===== config.mk =====
export PLATFORM = sky130hd
export DESIGN_NAME = onehot_decoder_scan
export DESIGN_NICKNAME = d
export VERILOG_FILES = /design/src/rtl/onehot_decoder_scan.sv
export SDC_FILE = /design/constraint.sdc
export NUM_CORES = 1
export LEC_CHECK = 0
export CORE_MARGIN = 4
export CORE_UTILIZATION = 51
export DETAILED_ROUTE_END_ITERATION = 16
export GPL_ROUTABILITY_DRIVEN = 1
export PLACE_DENSITY = 0.78
export SYNTH_ARGS = -nofsm -noshare
export SYNTH_HDL_FRONTEND = slang
export SYNTH_SLANG_ARGS = --single-unit

===== constraint.sdc =====
create_clock -name clk -period 2.1 [get_ports clk]
set_clock_uncertainty 0.05 [all_clocks]
set_input_delay 0.63 -clock clk [delete_from_list [all_inputs] [get_ports clk]]
set_output_delay 0.63 -clock clk [all_outputs]
set_load 0.02 [all_outputs]

===== src/rtl/onehot_decoder_scan.sv =====
// onehot_decoder_scan
//   4-to-16 one-hot decoder for the board I/O. While the (synchronized)
//   enable button is held, led[sw] is lit and the decimal value of sw
//   (0..15) is shown on two time-multiplexed seven-segment digits, with
//   the tens digit blanked for values below 10. All outputs are registered.
//
//   Optional feature macro: BTN_DEBOUNCE_EN
//     defined   -> btnD is debounced over DEB_CNT stable cycles before use
//     undefined -> the synchronized btnD is used directly, DEB_CNT unused
//
// Parameters
//   SCAN_DIV  cycles each digit stays lit (>= 2)
//   DEB_CNT   stable cycles required to change the debounced button state
// Ports
//   clk      system clock, rising edge
//   rst      asynchronous active-high reset
//   btnD     enable button, active-high, asynchronous
//   sw[3:0]  binary code, asynchronous
//   led      one-hot decode of sw when enabled, else 0
//   sel_seg  digit select, active-low (FE units, FD tens, FF off)
//   seg      segments {g,f,e,d,c,b,a}, active-low
module onehot_decoder_scan #(
  parameter int unsigned SCAN_DIV = 50000,
  parameter int unsigned DEB_CNT  = 1000000
) (
  input  logic        clk,
  input  logic        rst,
  input  logic        btnD,
  input  logic [3:0]  sw,
  output logic [15:0] led,
  output logic [7:0]  sel_seg,
  output logic [6:0]  seg
);

  localparam int unsigned SCAN_W = (SCAN_DIV > 2) ? $clog2(SCAN_DIV) : 1;

  typedef enum logic {
    DIG_UNITS = 1'b0,
    DIG_TENS  = 1'b1
  } digit_e;

  logic [3:0]        sw_meta_q, sw_s_q;
  logic              btn_meta_q, btn_s_q;
  logic              en;
  logic [SCAN_W-1:0] scan_cnt_q, scan_cnt_d;
  digit_e            digit_q, digit_d;
  logic [15:0]       led_q, led_d;
  logic [7:0]        sel_seg_q, sel_seg_d;
  logic [6:0]        seg_q, seg_d;

  function automatic logic [6:0] seg_pattern(input logic [3:0] d);
    logic [6:0] p;
    case (d)
      4'd0:    p = 7'b1000000;
      4'd1:    p = 7'b1111001;
      4'd2:    p = 7'b0100100;
      4'd3:    p = 7'b0110000;
      4'd4:    p = 7'b0011001;
      4'd5:    p = 7'b0010010;
      4'd6:    p = 7'b0000010;
      4'd7:    p = 7'b1111000;
      4'd8:    p = 7'b0000000;
      4'd9:    p = 7'b0010000;
      default: p = 7'b1111111;
    endcase
    return p;
  endfunction

  // Two-flop synchronizers for the asynchronous board inputs.
  always_ff @(posedge clk or posedge rst) begin
    if (rst) begin
      sw_meta_q  <= '0;
      sw_s_q     <= '0;
      btn_meta_q <= 1'b0;
      btn_s_q    <= 1'b0;
    end else begin
      sw_meta_q  <= sw;
      sw_s_q     <= sw_meta_q;
      btn_meta_q <= btnD;
      btn_s_q    <= btn_meta_q;
    end
  end

`ifdef BTN_DEBOUNCE_EN
  localparam int unsigned DEB_W = (DEB_CNT > 2) ? $clog2(DEB_CNT) : 1;

  logic [DEB_W-1:0] deb_cnt_q, deb_cnt_d;
  logic             btn_deb_q, btn_deb_d;

  // Counts consecutive cycles in which the synchronized button disagrees
  // with the accepted state; any agreement restarts the count.
  always_comb begin
    deb_cnt_d = '0;
    btn_deb_d = btn_deb_q;
    if (btn_s_q != btn_deb_q) begin
      if (deb_cnt_q == DEB_W'(DEB_CNT - 1)) begin
        btn_deb_d = btn_s_q;
      end else begin
        deb_cnt_d = deb_cnt_q + 1'b1;
      end
    end
  end

  always_ff @(posedge clk or posedge rst) begin
    if (rst) begin
      deb_cnt_q <= '0;
      btn_deb_q <= 1'b0;
    end else begin
      deb_cnt_q <= deb_cnt_d;
      btn_deb_q <= btn_deb_d;
    end
  end

  assign en = btn_deb_q;
`else
  assign en = btn_s_q;
`endif

  // Scan counter and digit selector; free-running regardless of enable.
  always_comb begin
    scan_cnt_d = scan_cnt_q + 1'b1;
    digit_d    = digit_q;
    if (scan_cnt_q == SCAN_W'(SCAN_DIV - 1)) begin
      scan_cnt_d = '0;
      digit_d    = (digit_q == DIG_UNITS) ? DIG_TENS : DIG_UNITS;
    end
  end

  // Output next-state: blank unless enabled; uses the digit currently
  // selected, so a toggle becomes visible one cycle after the wrap.
  always_comb begin
    led_d     = '0;
    sel_seg_d = '1;
    seg_d     = '1;
    if (en) begin
      led_d = 16'h0001 << sw_s_q;
      if (digit_q == DIG_UNITS) begin
        sel_seg_d = 8'b11111110;
        seg_d     = seg_pattern((sw_s_q >= 4'd10) ? (sw_s_q - 4'd10) : sw_s_q);
      end else begin
        sel_seg_d = 8'b11111101;
        if (sw_s_q >= 4'd10) begin
          seg_d = seg_pattern(4'd1);
        end
      end
    end
  end

  always_ff @(posedge clk or posedge rst) begin
    if (rst) begin
      scan_cnt_q <= '0;
      digit_q    <= DIG_UNITS;
      led_q      <= '0;
      sel_seg_q  <= '1;
      seg_q      <= '1;
    end else begin
      scan_cnt_q <= scan_cnt_d;
      digit_q    <= digit_d;
      led_q      <= led_d;
      sel_seg_q  <= sel_seg_d;
      seg_q      <= seg_d;
    end
  end

  assign led     = led_q;
  assign sel_seg = sel_seg_q;
  assign seg     = seg_q;

endmodule


==> results of run 1 <==
[cell usage in the layout, fill, tap and decap left out, drive strengths merged, types with 2 or more instances in the layout]
cell	count
a21o	2
a31o	2
and2	2
and3	5
buf	6
clkbuf	7
clkdlybuf4s50	22
conb	6
dfrtp	43
dfstp	9
dlygate4sd2	9
ha	5
inv	8
nand2	12
nand2b	3
nand3	6
nand4	4
nand4b	2
nor2	26
nor3	6
o21ai	3
xnor2	5
xor2	10
[how the worst max path moves through the flow]
stage                     cells after the start  startpoint          to
after global placement                        6   sw_s_q[1]      seg[6]
after CTS                                     1     led[10]     led[10]
final                                         6   sw_s_q[2]      seg[6]
after detailed placement                      6   sw_s_q[2]      seg[6]
after global routing                          4   sw_s_q[3]      seg[1]
after floorplan                               1         rst  btn_meta_q
[registers in the layout (all words and copies together), names as in the netlist]
register,flops
sw_s_q,4
sw_meta_q,4
seg,7
scan_cnt_q,16
btn_s_q,1
digit_q,1
sel_seg,2
btn_meta_q,1
led,16
[power by group through the flow]
stage	sequential, mW	combinational, mW	clock [mW]
floorplan	1.09	0.0909	0
global placement	1.07	0.177	0
detailed placement	1.08	0.181	0
CTS	1.06	0.173	0.588
finish	1.06	0.170	0.572
global route	1.06	0.187	0.625
[final cells by class]
type,count,area share
Sequential cell,52,0.509
Multi-Input combinational cell,115,0.280
Timing Repair Buffer,37,0.138
Clock buffer,7,0.0335
Tap cell,50,0.0243
Inverter,8,0.0117
Clock inverter,1,0.00291
[cell usage after synthesis (4+ instances only)]
master / count
dfrtp_1: 43
nor2_1: 26
nand2_1: 12
xor2_1: 10
dfstp_2: 9
inv_1: 8
buf_4: 6
nand3_1: 6
nor3_1: 6
and3_1: 5
ha_1: 5
xnor2_1: 5
nand4_1: 4
[cell families after synthesis]
family	count (synthesis)	share of synthesized area
simple gates	72	0.179
flops	52	0.625
buf+inv	17	0.0411
compound gates	16	0.0566
xor+xnor	15	0.0625
fa+ha+maj	5	0.0298
other cells	1	0.00179
mux	1	0.00476
[layer usage]
metal,vias to the layer above,GRT usage
met2,52,0.245
met5,-,0
met3,9,0.0526
met4,0,0.0772
li1,664,-
met1,664,0.187
[metrics by stage]
step | setup WS [ns] | utilization | power [mW] | instance area, um2 | hold WS (ns)
global placement | 0.293 | 0.623 | 1.25 | 2490 | 0.282
detailed placement | 0.233 | 0.623 | 1.26 | 2490 | 0.286
CTS | 0.156 | 0.644 | 1.82 | 2580 | 0.304
floorplan | 0.177 | - | 1.19 | 2120 | 0.281
finish | 0.172 | 0.644 | 1.80 | 2580 | 0.300
global route | 0.00586 | 0.644 | 1.87 | 2580 | 0.304
[worst register-to-register path, delay by kind of cell (launching register included)]
family / cells / cell delay (ns)
simple gates: 3 / 0.75
flops: 1 / 0.48
fa+ha+maj: 1 / 0.34
buf+inv: 1 / 0.13
compound gates: 1 / 0.10
==> metrics.txt, run 1 <==
outcome=complete, no violations; reg-to-reg critical path endpoint=seg[6]; crit path DAT=2.10 ns; Antenna Nets Post-Route=0; Routed WL=3560 um; WL met3=223 um; YS warnings=0; Remaining DRCs=0; initial antenna violation count=0; VDD IR max=0.485 mV; routed wl met2=1750 um; Primary FF master, synth=dfrtp_1; worst path bufs/invs=1; TritonCTS clock tree=built; RD Place Congestion=0.904; HP Start=sw_meta_q[3]; pwr dens=697 nW/um2; vias in the first global route=1362; Switch Pwr=0.423 mW; min cycle time layout=1.93 ns; CP Capture Type=register; nets@finish=231; final setup fails=0; # H-tree levels=2; largest net degree at the start of global routing=51; GRT overflow=0; setup slack, reg-to-reg=0.17 ns; path depth of the worst reg2reg path=6; CP Class=reg -> reg; Mapped Area=2100 um2; Core ar.=4000 um2; vias=1389; Clk Latency, worst-skew pair=0.30 ns; iteration count of the initial detailed-routing pass=4; hold depth=0; Worst Hold End=sw_s_q[3]; CTS buffer count=5; Unique masters post-synth=37; Cells after Synth=179; Starting Density=0.525; cell family with the largest share of critical-path delay=simple AND/OR/NAND/NOR gates; Die Span Y=72.2 um; DR vias/cell=5.14; post-synthesis sequential area ratio=0.625; Reg area=1310 um2; area growth from synthesis to layout=22.6%; Final period util=0.918; Inst Count DP=262; LEAKAGE=1.19 nW; Worst path max stage delay=0.48 ns; uppermost layer routed=met4; filler instances=320; Core Rows=23; Final Hold Violating Endpoints=0; Clock Path Buffers=2; CP max stage cell=dfrtp_1; first-pass GRT wire length=6120 um; area of the multi-input gates=721 um2; Post-synth EDFFs=0; clock power share=0.318; switch share=0.236; required time of the worst setup path=2.27 ns; Hold Buf Count CTS=0; max cap viols=0; Fin Setup TNS=0 ns; RSZ-0062 raised after global routing=false; crit-path cells=inv_1 > ha_1 > and2_1 > nor2_1 > and3b_1 > a22oi_1; clock sink total=52; I/O Buffers=31; Reg power frac=0.587; worst r2r src=sw_s_q[2]; n_diodes=0; 1st-iter DRT viols=86; Critical Path Fanout Max=7; DP HPWL=2640 um; die area=5210 um2; Synth area leaders=dfrtp_1 (51%), dfstp_2 (11%), nor2_1 (4.6%); share of cells above drive strength 1=0.123; Pins Over Slew Limit=0; chip width=72.2 um; synthesis-stage register bit count=52; Root Buffer=clkbuf_8; Pint=1.37 mW; Combinational Power Share=0.095; Reg clk slew, reported paths=0.09 ns; post-synth top area share=0.512; Avg Cell Area, Syn=11.7 um2; post-route insts no fill=270; fmax=519 MHz; CP startpoint kind=register; Global Route Usage Sum=0.154; Async S/R FF share, synth=1.00; I/O pins=38; Resized Gates After CTS=9; post-CTS setup buffers=0; routed length per placed instance=13.2 um; hold crit path type=reg -> reg; metal1 wirelength=1490 um; Synth area leader=dfrtp_1
(Power assumes the default switching activity.)
==> run 2: changes to the inputs <==
--- a/config.mk
+++ b/config.mk
@@ -5,11 +5,12 @@
 export SDC_FILE = /design/constraint.sdc
 export NUM_CORES = 1
 export LEC_CHECK = 0
+export ABC_AREA = 1
 export CORE_MARGIN = 4
-export CORE_UTILIZATION = 51
+export CORE_UTILIZATION = 52
 export DETAILED_ROUTE_END_ITERATION = 16
 export GPL_ROUTABILITY_DRIVEN = 1
-export PLACE_DENSITY = 0.78
+export PLACE_DENSITY = 0.79
 export SYNTH_ARGS = -nofsm -noshare
 export SYNTH_HDL_FRONTEND = slang
 export SYNTH_SLANG_ARGS = --single-unit
==> run 2 against run 1 <==
Net effect: non-clock buffer count fell by 4; synthesized cell count rose by 39%; clock power up 42%; cell count increased by 26%; sequential share of layout area decreased by 3.1 points.
==> metrics.txt, run 2 <==
final setup fails=0 (unchanged); post-synthesis sequential area ratio=0.588 (was 0.625); GRT overflow=0 (unchanged); Pint=1.59 mW (was 1.37 mW); Core ar.=4090 um2 (was 4000 um2); Remaining DRCs=0 (unchanged); Antenna Nets Post-Route=0 (unchanged); commonest cells after routing, fill and taps aside=nand2_1 (66), nor2_1 (46), dfrtp_1 (43) (was dfrtp_1 (43), nor2_1 (26), clkdlybuf4s50_1 (22)); largest net degree at the start of global routing=28 (was 51); Avg Cell Area, Syn=8.97 um2 (was 11.7 um2); CTS buffer count=5 (unchanged); die area=5410 um2 (was 5210 um2); min cycle time layout=1.93 ns (about the same); pwr dens=750 nW/um2 (was 697 nW/um2); Fin Hold WS=0.306 ns (was 0.300 ns); vias in the first global route=1587 (was 1362); Post-synth EDFFs=0 (unchanged); vias=1660 (was 1389); TritonCTS clock tree=built (unchanged); Reg area=1310 um2 (unchanged); Starting Density=0.547 (was 0.525); relative slew slack=0.651; Critical Path Fanout Max=1 (was 7); I/O Buffers=31 (unchanged); mux cell area share after synthesis=0 (was 0.00476); Worst path max stage delay=0.60 ns (was 0.48 ns); design area=2750 um2 (was 2580 um2); area growth from synthesis to layout=22.9% (was 22.6%); area of the multi-input gates=786 um2 (was 721 um2); initial antenna violation count=0 (unchanged); Routed WL=4030 um (was 3560 um); iteration count of the initial detailed-routing pass=4 (unchanged); Clk Latency, worst-skew pair=0.30 ns (about the same); Global Route Usage Sum=0.167 (was 0.154); Final period util=0.920 (was 0.918); first-pass GRT wire length=6990 um (was 6120 um); n_diodes=0 (unchanged); Cells after Synth=249 (was 179); Pins Over Slew Limit=0 (unchanged); Unique masters post-synth=23 (was 37); I/O pins=38 (unchanged); Clock Path Buffers=2 (unchanged); RD Place Congestion=0.930 (was 0.904); WL met3=179 um (was 223 um); Synth Area in Adders=0.0280 (was 0.0298); Combinational Power Share=0.093 (was 0.095); Reg power frac=0.513 (was 0.587); commonest cells in the netlist=nand2_1 (66), nor2_1 (46), dfrtp_1 (43), inv_1 (22), nand3_1 (15) (was dfrtp_1 (43), nor2_1 (26), nand2_1 (12), xor2_1 (10), dfstp_2 (9)); VDD IR max=0.477 mV (was 0.485 mV); Final Hold Violating Endpoints=0 (unchanged); clock sink total=52 (unchanged); LEAKAGE=1.34 nW (was 1.19 nW); DP HPWL=3030 um (was 2640 um); filler instances=338 (was 320); metal1 wirelength=1780 um (was 1490 um); largest family of logic cells by synthesized area=simple AND/OR/NAND/NOR gates (unchanged); Synth area leaders=dfrtp_1 (48%), nand2_1 (11%), dfstp_2 (11%) (was dfrtp_1 (51%), dfstp_2 (11%), nor2_1 (4.6%)); share of cells above drive strength 1=0.114 (was 0.123); switch share=0.229 (was 0.236); Synth Area in Compound Gates=0.0263 (was 0.0566); outcome=complete, no violations (unchanged); Tot Pwr=2.06 mW (was 1.80 mW); Setup WS post-layout=0.168 ns (was 0.172 ns); Setup WS pre-CTS=0.317 ns (was 0.233 ns); count leader, synth=nand2_1 (was dfrtp_1); Async S/R FF share, synth=1.00 (unchanged); final design utilization=0.672 (was 0.644); chip width=73.5 um (was 72.2 um); Primary FF master, synth=dfrtp_1 (unchanged); Synth Area in XOR/XNOR=0.0275 (was 0.0625); worst path bufs/invs=1 (unchanged); Fin Setup TNS=0 ns (unchanged); cell family with the largest share of critical-path delay=buffers and inverters (was simple AND/OR/NAND/NOR gates); Core Rows=23 (unchanged); post-route insts no fill=339 (was 270); DR vias/cell=4.90 (was 5.14); crit path DAT=1.25 ns (was 2.10 ns); Root Buffer=clkbuf_8 (unchanged); simple logic cell fraction of the synthesized area=0.260 (was 0.179); dpl cell area=2610 um2 (was 2490 um2); Inst Count DP=331 (was 262); # H-tree levels=2 (unchanged); Mapped Area=2230 um2 (was 2100 um2); uppermost layer routed=met4 (unchanged); Die Span Y=73.5 um (was 72.2 um); max cap viols=0 (unchanged); synthesis-stage register bit count=52 (unchanged); routed length per placed instance=11.9 um (was 13.2 um); nets@finish=300 (was 231); most common cell after layout, fill and taps aside=nand2_1 (was dfrtp_1); YS warnings=0 (unchanged); CP max stage cell=clkdlybuf4s50_1 (was dfrtp_1); Reg clk slew, reported paths=0.10 ns (was 0.09 ns); post-synth top area share=0.482 (was 0.512); Synth area leader=dfrtp_1 (unchanged); 1st-iter DRT viols=72 (was 86); RSZ-0062 raised after global routing=false (unchanged); Slew @ Worst Pin=0.522 ns; CP Capture Type=output port (was register); fmax=518 MHz (was 519 MHz); Switch Pwr=0.471 mW (was 0.423 mW); CP Class=reg -> out (was reg -> reg); CP startpoint kind=register (unchanged); hold crit path type=reg -> reg (unchanged); crit-path cells=clkdlybuf4s50_1 (was inv_1 > ha_1 > and2_1 > nor2_1 > and3b_1 > a22oi_1); required time of the worst setup path=1.42 ns (was 2.27 ns); clock power share=0.394 (was 0.318); routed wl met2=2010 um (was 1750 um)
[run 2: metal layers]
metal / track usage / up-vias
met5: 0 / -
met4: 0.0604 / 0
met3: 0.0342 / 7
met2: 0.277 / 37
met1: 0.215 / 788
li1: - / 828
[run 2: worst paths after layout]
check                      slack [ns]    startpoint  cells after the start             end
hold / removal                   0.31  sw_meta_q[1]                      0       sw_s_q[1]
max in group asynchronous        0.97           rst                      3  scan_cnt_q[13]
hold reg to reg                  0.31  sw_meta_q[1]                      0       sw_s_q[1]
min in group asynchronous        0.57           rst                      2   scan_cnt_q[6]
setup reg to reg                 0.40     sw_s_q[1]                      9          seg[1]
setup / recovery                 0.17        led[2]                      1          led[2]
[run 2: kinds of logic (layout without fill, tap and decap cells)]
group / after synthesis / after routing
other cells: 1 / 6
fa+ha+maj: 5 / 5
flops: 52 / 52
compound gates: 9 / 9
buf+inv: 35 / 70
xor+xnor: 7 / 7
simple gates: 140 / 140
[run 2: layout make-up]
cell class                      instances  area share
Inverter                               29      0.0397
Timing Repair Buffer                   33       0.123
Multi-Input combinational cell        167       0.286
Sequential cell                        52       0.478
Clock buffer                            5      0.0251
Clock inverter                          3      0.0251
Tap cell                               50      0.0228
[run 2: power groups by stage]
stage                     Combinational, mW  Clock [mW]  Sequential [mW]
after floorplan                       0.102           0             1.10
after global placement                0.196           0             1.07
after detailed placement              0.200           0             1.08
after CTS                             0.195       0.824             1.06
after global routing                  0.214       0.866             1.06
final                                 0.192       0.812             1.06
[run 2: timing repair]
| item | in CTS | in global routing |
|---|---|---|
| endpoints found under the setup margin | 6 | 3 |
| hold endpoints to repair | 0 | 0 |
| resized for setup | 6 | 3 |
| buffers inserted | 0 | 0 |
| hold buffers | 0 | 0 |
[run 2: worst register-to-register path: stages (launching register included)]
cell     delay (ns)
dfrtp_1        0.47
inv_2          0.10
nand2_2        0.11
nand3_2        0.14
inv_1          0.13
ha_1           0.25
or2_0          0.22
nand2_1        0.07
nand2_1        0.04
nand2_1        0.07
==> run 3: changes to the inputs <==
--- a/config.mk
+++ b/config.mk
@@ -11,6 +11,7 @@
 export DETAILED_ROUTE_END_ITERATION = 16
 export GPL_ROUTABILITY_DRIVEN = 1
 export PLACE_DENSITY = 0.79
+export SLEW_MARGIN = 0
 export SYNTH_ARGS = -nofsm -noshare
 export SYNTH_HDL_FRONTEND = slang
 export SYNTH_SLANG_ARGS = --single-unit
==> constraint.sdc (replaced) <==
create_clock -name clk -period 1.8 [get_ports clk]
set_clock_uncertainty 0.05 [all_clocks]
set_input_delay 0.54 -clock clk [delete_from_list [all_inputs] [get_ports clk]]
set_output_delay 0.54 -clock clk [all_outputs]
set_load 0.02 [all_outputs]
==> run 3 against run 2 <==
Net effect: critical path depth stayed put; combinational power is 14% higher; sequential power is 16% higher; clock-buffer cell count is 1 higher; utilization is 0.86 points lower; flip-flop and latch count stayed put; clock power is 4.6% lower; critical endpoint is now sel_seg[0].
==> metrics.txt, run 3 (same netlist as run 2, synthesis figures left out) <==
Clock Path Buffers=2 (unchanged); outcome=complete, no violations (unchanged); LEAKAGE=1.39 nW (was 1.34 nW); vias=1658 (was 1660); vias in the first global route=1586 (was 1587); Reg power frac=0.553 (was 0.513); largest net degree at the start of global routing=53 (was 28); hold crit path type=reg -> reg (unchanged); Worst Hold End=sw_s_q[1] (unchanged); filler instances=327 (was 338); final setup fails=0 (unchanged); Resized Gates After CTS=25 (was 6); pwr dens=820 nW/um2 (was 750 nW/um2); Global Route Usage Sum=0.169 (was 0.167); max cap viols=0 (unchanged); CP max stage cell=dfstp_2 (was clkdlybuf4s50_1); Clk Latency, worst-skew pair=0.30 ns (about the same); required time of the worst setup path=1.21 ns (was 1.42 ns); hold depth=0 (unchanged); post-CTS setup buffers=0 (unchanged); I/O Buffers=31 (unchanged); reg-to-reg critical path endpoint=seg[1] (unchanged); nets@finish=303 (was 300); CP Capture Type=output port (unchanged); RD Place Congestion=0.875 (was 0.930); VDD IR max=0.504 mV (was 0.477 mV); Pins Over Slew Limit=0 (unchanged); Remaining DRCs=0 (unchanged); CP startpoint kind=register (unchanged); n_diodes=0 (unchanged); Pint=1.70 mW (was 1.59 mW); I/O pins=38 (unchanged); fmax=577 MHz; Final period util=0.963; setup slack, reg-to-reg=0.15 ns (was 0.40 ns); Core ar.=4090 um2 (unchanged); area growth from synthesis to layout=21.3% (was 22.9%); commonest cells after routing, fill and taps aside=nand2_1 (66), nor2_1 (46), dfrtp_1 (43) (unchanged); clock power share=0.349 (was 0.394); crit path DAT=1.14 ns (was 1.25 ns); Core Rows=23 (unchanged); first-pass GRT wire length=7000 um (was 6990 um); DR vias/cell=4.85 (was 4.90); CP Class=reg -> out (unchanged); worst r2r src=sw_s_q[1] (unchanged); share of cells above drive strength 1=0.120 (was 0.114); Root Buffer=clkbuf_8 (unchanged); final design utilization=0.663 (was 0.672); chip width=73.5 um (unchanged); DP HPWL=2950 um (was 3030 um); Routed WL=4010 um (was 4030 um); CTS buffer count=5 (unchanged); crit-path cells=dlygate4sd2_1 (was clkdlybuf4s50_1); # H-tree levels=2 (unchanged); Reg clk slew, reported paths=0.09 ns (was 0.10 ns); switch share=0.235 (was 0.229); min cycle time layout=1.73 ns; RSZ-0062 raised after global routing=false (unchanged); Final Hold Violating Endpoints=0 (unchanged); Die Span Y=73.5 um (unchanged); clock sink total=52 (unchanged); routed length per placed instance=11.7 um (was 11.9 um); die area=5410 um2 (unchanged); GRT overflow=0 (unchanged); Worst path max stage delay=0.52 ns (was 0.60 ns); cell family with the largest share of critical-path delay=flip-flops (was buffers and inverters); Hold Buf Count CTS=0 (unchanged); Combinational Power Share=0.099 (was 0.093); worst path bufs/invs=1 (unchanged); 1st-iter DRT viols=106 (was 72); initial antenna violation count=0 (unchanged); TritonCTS clock tree=built (unchanged); iteration count of the initial detailed-routing pass=4 (unchanged); Starting Density=0.547 (unchanged); most common cell after layout, fill and taps aside=nand2_1 (unchanged); Switch Pwr=0.521 mW (was 0.471 mW); Fin Setup TNS=0 ns (unchanged); Critical Path Fanout Max=1 (unchanged); path depth of the worst reg2reg path=9 (unchanged); HP Start=sw_meta_q[1] (unchanged); Antenna Nets Post-Route=0 (unchanged)
run 3: changes by cell type in the layout (fill, tap and decap cells not counted):
cell and delta:
clkinvlp_4 +1, dlygate4sd2_1 +19, clkdlybuf4s50_1 -16, buf_4 +3, bufinv_16 -1, clkbuf_1 +1
clkinv_2 +1, dlymetal6s2s_1 -3, inv_2 -1, inv_6 -1
run 3: final cells by class:
class / instances / area, um2 / share of cell area
Sequential cell: 52 / 1310 / 0.484
Multi-Input combinational cell: 167 / 786 / 0.290
Timing Repair Buffer: 36 / 329 / 0.121
Inverter: 29 / 113 / 0.0416
Clock buffer: 6 / 72.6 / 0.0268
Tap cell: 50 / 62.6 / 0.0231
Clock inverter: 2 / 35.0 / 0.0129
run 3: how the worst max path moves through the flow:
stage | start | endpoint | slack (ns) | cells past startpoint
2_1_floorplan | sw_s_q[1] | seg[1] | 0.32 | 9
3_3_place_gp | seg[5] | seg[5] | 0.13 | 1
3_5_place_dp | seg[0] | seg[0] | 0.12 | 1
4_1_cts | seg[0] | seg[0] | 0.05 | 1
5_1_grt | seg[0] | seg[0] | 0.01 | 1
6_report | sel_seg[0] | sel_seg[0] | 0.07 | 1
run 3: per-stage QoR:
stage / setup slack, ns / instance area, um2 / cells / total power, mW / hold WS, ns
finish: 0.0671 / 2710 / 342 / 2.22 / 0.303
global route: 0.0126 / 2710 / 342 / 2.33 / 0.309
CTS: 0.0517 / 2710 / 342 / 2.25 / 0.307
detailed placement: 0.118 / 2630 / 334 / 1.49 / 0.286
global placement: 0.130 / 2630 / 334 / 1.48 / 0.283
floorplan: 0.319 / 2260 / 254 / 1.41 / 0.281
run 3: power by group through the flow:
stage	clock [mW]	combinational (mW)	sequential, mW
2_1_floorplan	0	0.120	1.29
3_3_place_gp	0	0.233	1.25
3_5_place_dp	0	0.238	1.25
4_1_cts	0.800	0.222	1.23
5_1_grt	0.853	0.247	1.23
6_report	0.775	0.219	1.23
run 3: metal layers:
metal | GRT usage | part of all wire | up-vias
met4 | 0.0684 | 0.016 | 0
li1 | - | - | 833
met5 | 0 | 0 | -
met1 | 0.218 | 0.45 | 769
met3 | 0.0479 | 0.057 | 9
met2 | 0.267 | 0.47 | 47
==> edit (settings of run 2) <==
Add a define of `BTN_DEBOUNCE_EN`.
--- a/src/rtl/onehot_decoder_scan.sv
+++ b/src/rtl/onehot_decoder_scan.sv
@@ -19,6 +19,8 @@
 //   led      one-hot decode of sw when enabled, else 0
 //   sel_seg  digit select, active-low (FE units, FD tens, FF off)
 //   seg      segments {g,f,e,d,c,b,a}, active-low
+`define BTN_DEBOUNCE_EN
+
 module onehot_decoder_scan #(
   parameter int unsigned SCAN_DIV = 50000,
   parameter int unsigned DEB_CNT  = 1000000
Function: changed (Yosys sat finds a counterexample within 4 cycles, from zero or initial values and one cycle with rst high).
==> edit against run 2 <==
  * Final cell count increased by 51%
  * Die area grew 45%
  * Non-clock buffer count fell by 1
  * Synthesized area up 51%
  * Worst hold slack got worse by 8.0 ps
  * Worst setup slack got worse by 22 ps
  * Sequential cell count rose by 21
  * Cell area grew 45%
  * Global-route usage grew 1.8 points
  * Wire length grew 54%
  * Clock power grew 59%
  * Total power up 39%
  * Critical endpoint unchanged
==> edit: results (changes against run 2) <==
Status
  – Status: completed

Critical path
  – Worst EP arrival: 1270 ps (+20 ps)
  – Worst R2R Setup Slack: 400 ps (about the same)
  – Crit-path max cell delay: 600 ps (about the same)

Layout
  – # nets final: 443 (+48%)
  – Share of layout cells above drive strength 1: 11.7% (+0.31 points)

Power and ir drop
  – Internal power: 2.25 mW (+42%)
  – Peak VDD IR: 0.537 mV (+13%)
  – Leakage power: 1.80 nW (+35%)

Yosys
  – Post-Syn Instances: 391 (+57%)
  – Synth area leaders: dfrtp_1, nand2_1, nor2_1
  – Synth cell types: 28 (+22%)
  – Seq/Total Area, Yosys: 54.7% (-4.1 points)
  – Most instantiated cells after synthesis: nand2_1, nor2_1, dfrtp_1, inv_1, nand3_1

Placement
  – Pre-CTS setup slack: 326 ps (+8.57 ps)
  – Gpl congestion: 0.931 (+0.16%)
  – HPWL after DPL: 4470 µm (+47%)
  – Placed Cells incl. Taps: 496 (+50%)
  – Placed cell area: 3750 µm² (+44%)

GRT
  – Largest net degree at the start of global routing: 74 (+160%)
  – Overall Global Routing Usage: 18.4% (+1.8 points)
  – Vias in the first global route: 2568 (+62%)
  – Global-route wire length before repair: 11100 µm (+59%)

Clock network
  – H-tree depth: 3 (+1)
  – CTS Buf Count: 9 (+4)
  – Clock transition at the registers of the reported paths: 70 ps (-30 ps)
  – CTS Root Cell: clkbuf_8

Detailed routing
  – DR iter-0 viols: 88 (+22%)
  – DR vias: 2520 (+52%)
  – DR vias/cell: 4.92 (+0.51%)
  – DRT Wirelength: 6200 µm (+54%)

STA
  – Hold WS: 298 ps (-8.02 ps)
  – Final WS setup: 146 ps (-21.8 ps)
  – Post-layout min period: 1950 ps (+21.8 ps)
edit: per-layer routing:
metal,track usage (%),vias up,part of all wire (%),wire length (µm)
li1,-,1281,-,-
met1,22.9,1164,45,2790
met2,30.7,65,49,3030
met3,5.68,10,5.0,312
met4,6.04,0,1.0,65
met5,0,-,0,0
edit: layout make-up:
cell class	instances	area [µm²]
Clock buffer	11	131
Fill cell	541	2340
Clock inverter	5	104
Timing Repair Buffer	32	319
Sequential cell	73	1840
Inverter	51	195
Multi-Input combinational cell	263	1290
Tap cell	77	96.3
edit: cells by family after synthesis:
logic type                 Yosys count  share of synthesized area [%]
adders and majority gates            6                           2.23
and+or+nand+nor                    207                           26.5
DFF                                 73                           54.7
buffers and inverters               60                           7.59
xor gates and xnor gates            17                           4.43
other                                1                          0.112
AOI/OAI and AO/OA                   27                           4.46
edit: repair_timing:
item | in CTS | in global routing
endpoints found under the setup margin | 9 | 0
endpoints found under the hold margin | 0 | 0
resized for setup | 9 | 0
buffers inserted | 0 | 0
edit: worst paths after layout:
check,startpoint,to,cells past startpoint
max,led[2]$_DFF_PP0_,led[2],1
min,sw_meta_q[0]$_DFF_PP0_,sw_s_q[0]$_DFF_PP0_,0
max reg2reg,sw_s_q[1]$_DFF_PP0_,seg[6]$_DFF_PP1_,7
min reg2reg,sw_meta_q[0]$_DFF_PP0_,sw_s_q[0]$_DFF_PP0_,0
max in group asynchronous,rst,sel_seg[0]$_DFF_PP1_,3
min in group asynchronous,rst,deb_cnt_q[13]$_DFF_PP0_,3
edit: power groups by stage:
stage,combinational [mW],sequential [mW],clock (mW)
6_report,0.134,1.44,1.29
3_5_place_dp,0.136,1.46,0
2_1_floorplan,0.111,1.45,0
4_1_cts,0.137,1.44,1.32
3_3_place_gp,0.131,1.46,0
5_1_grt,0.155,1.44,1.39
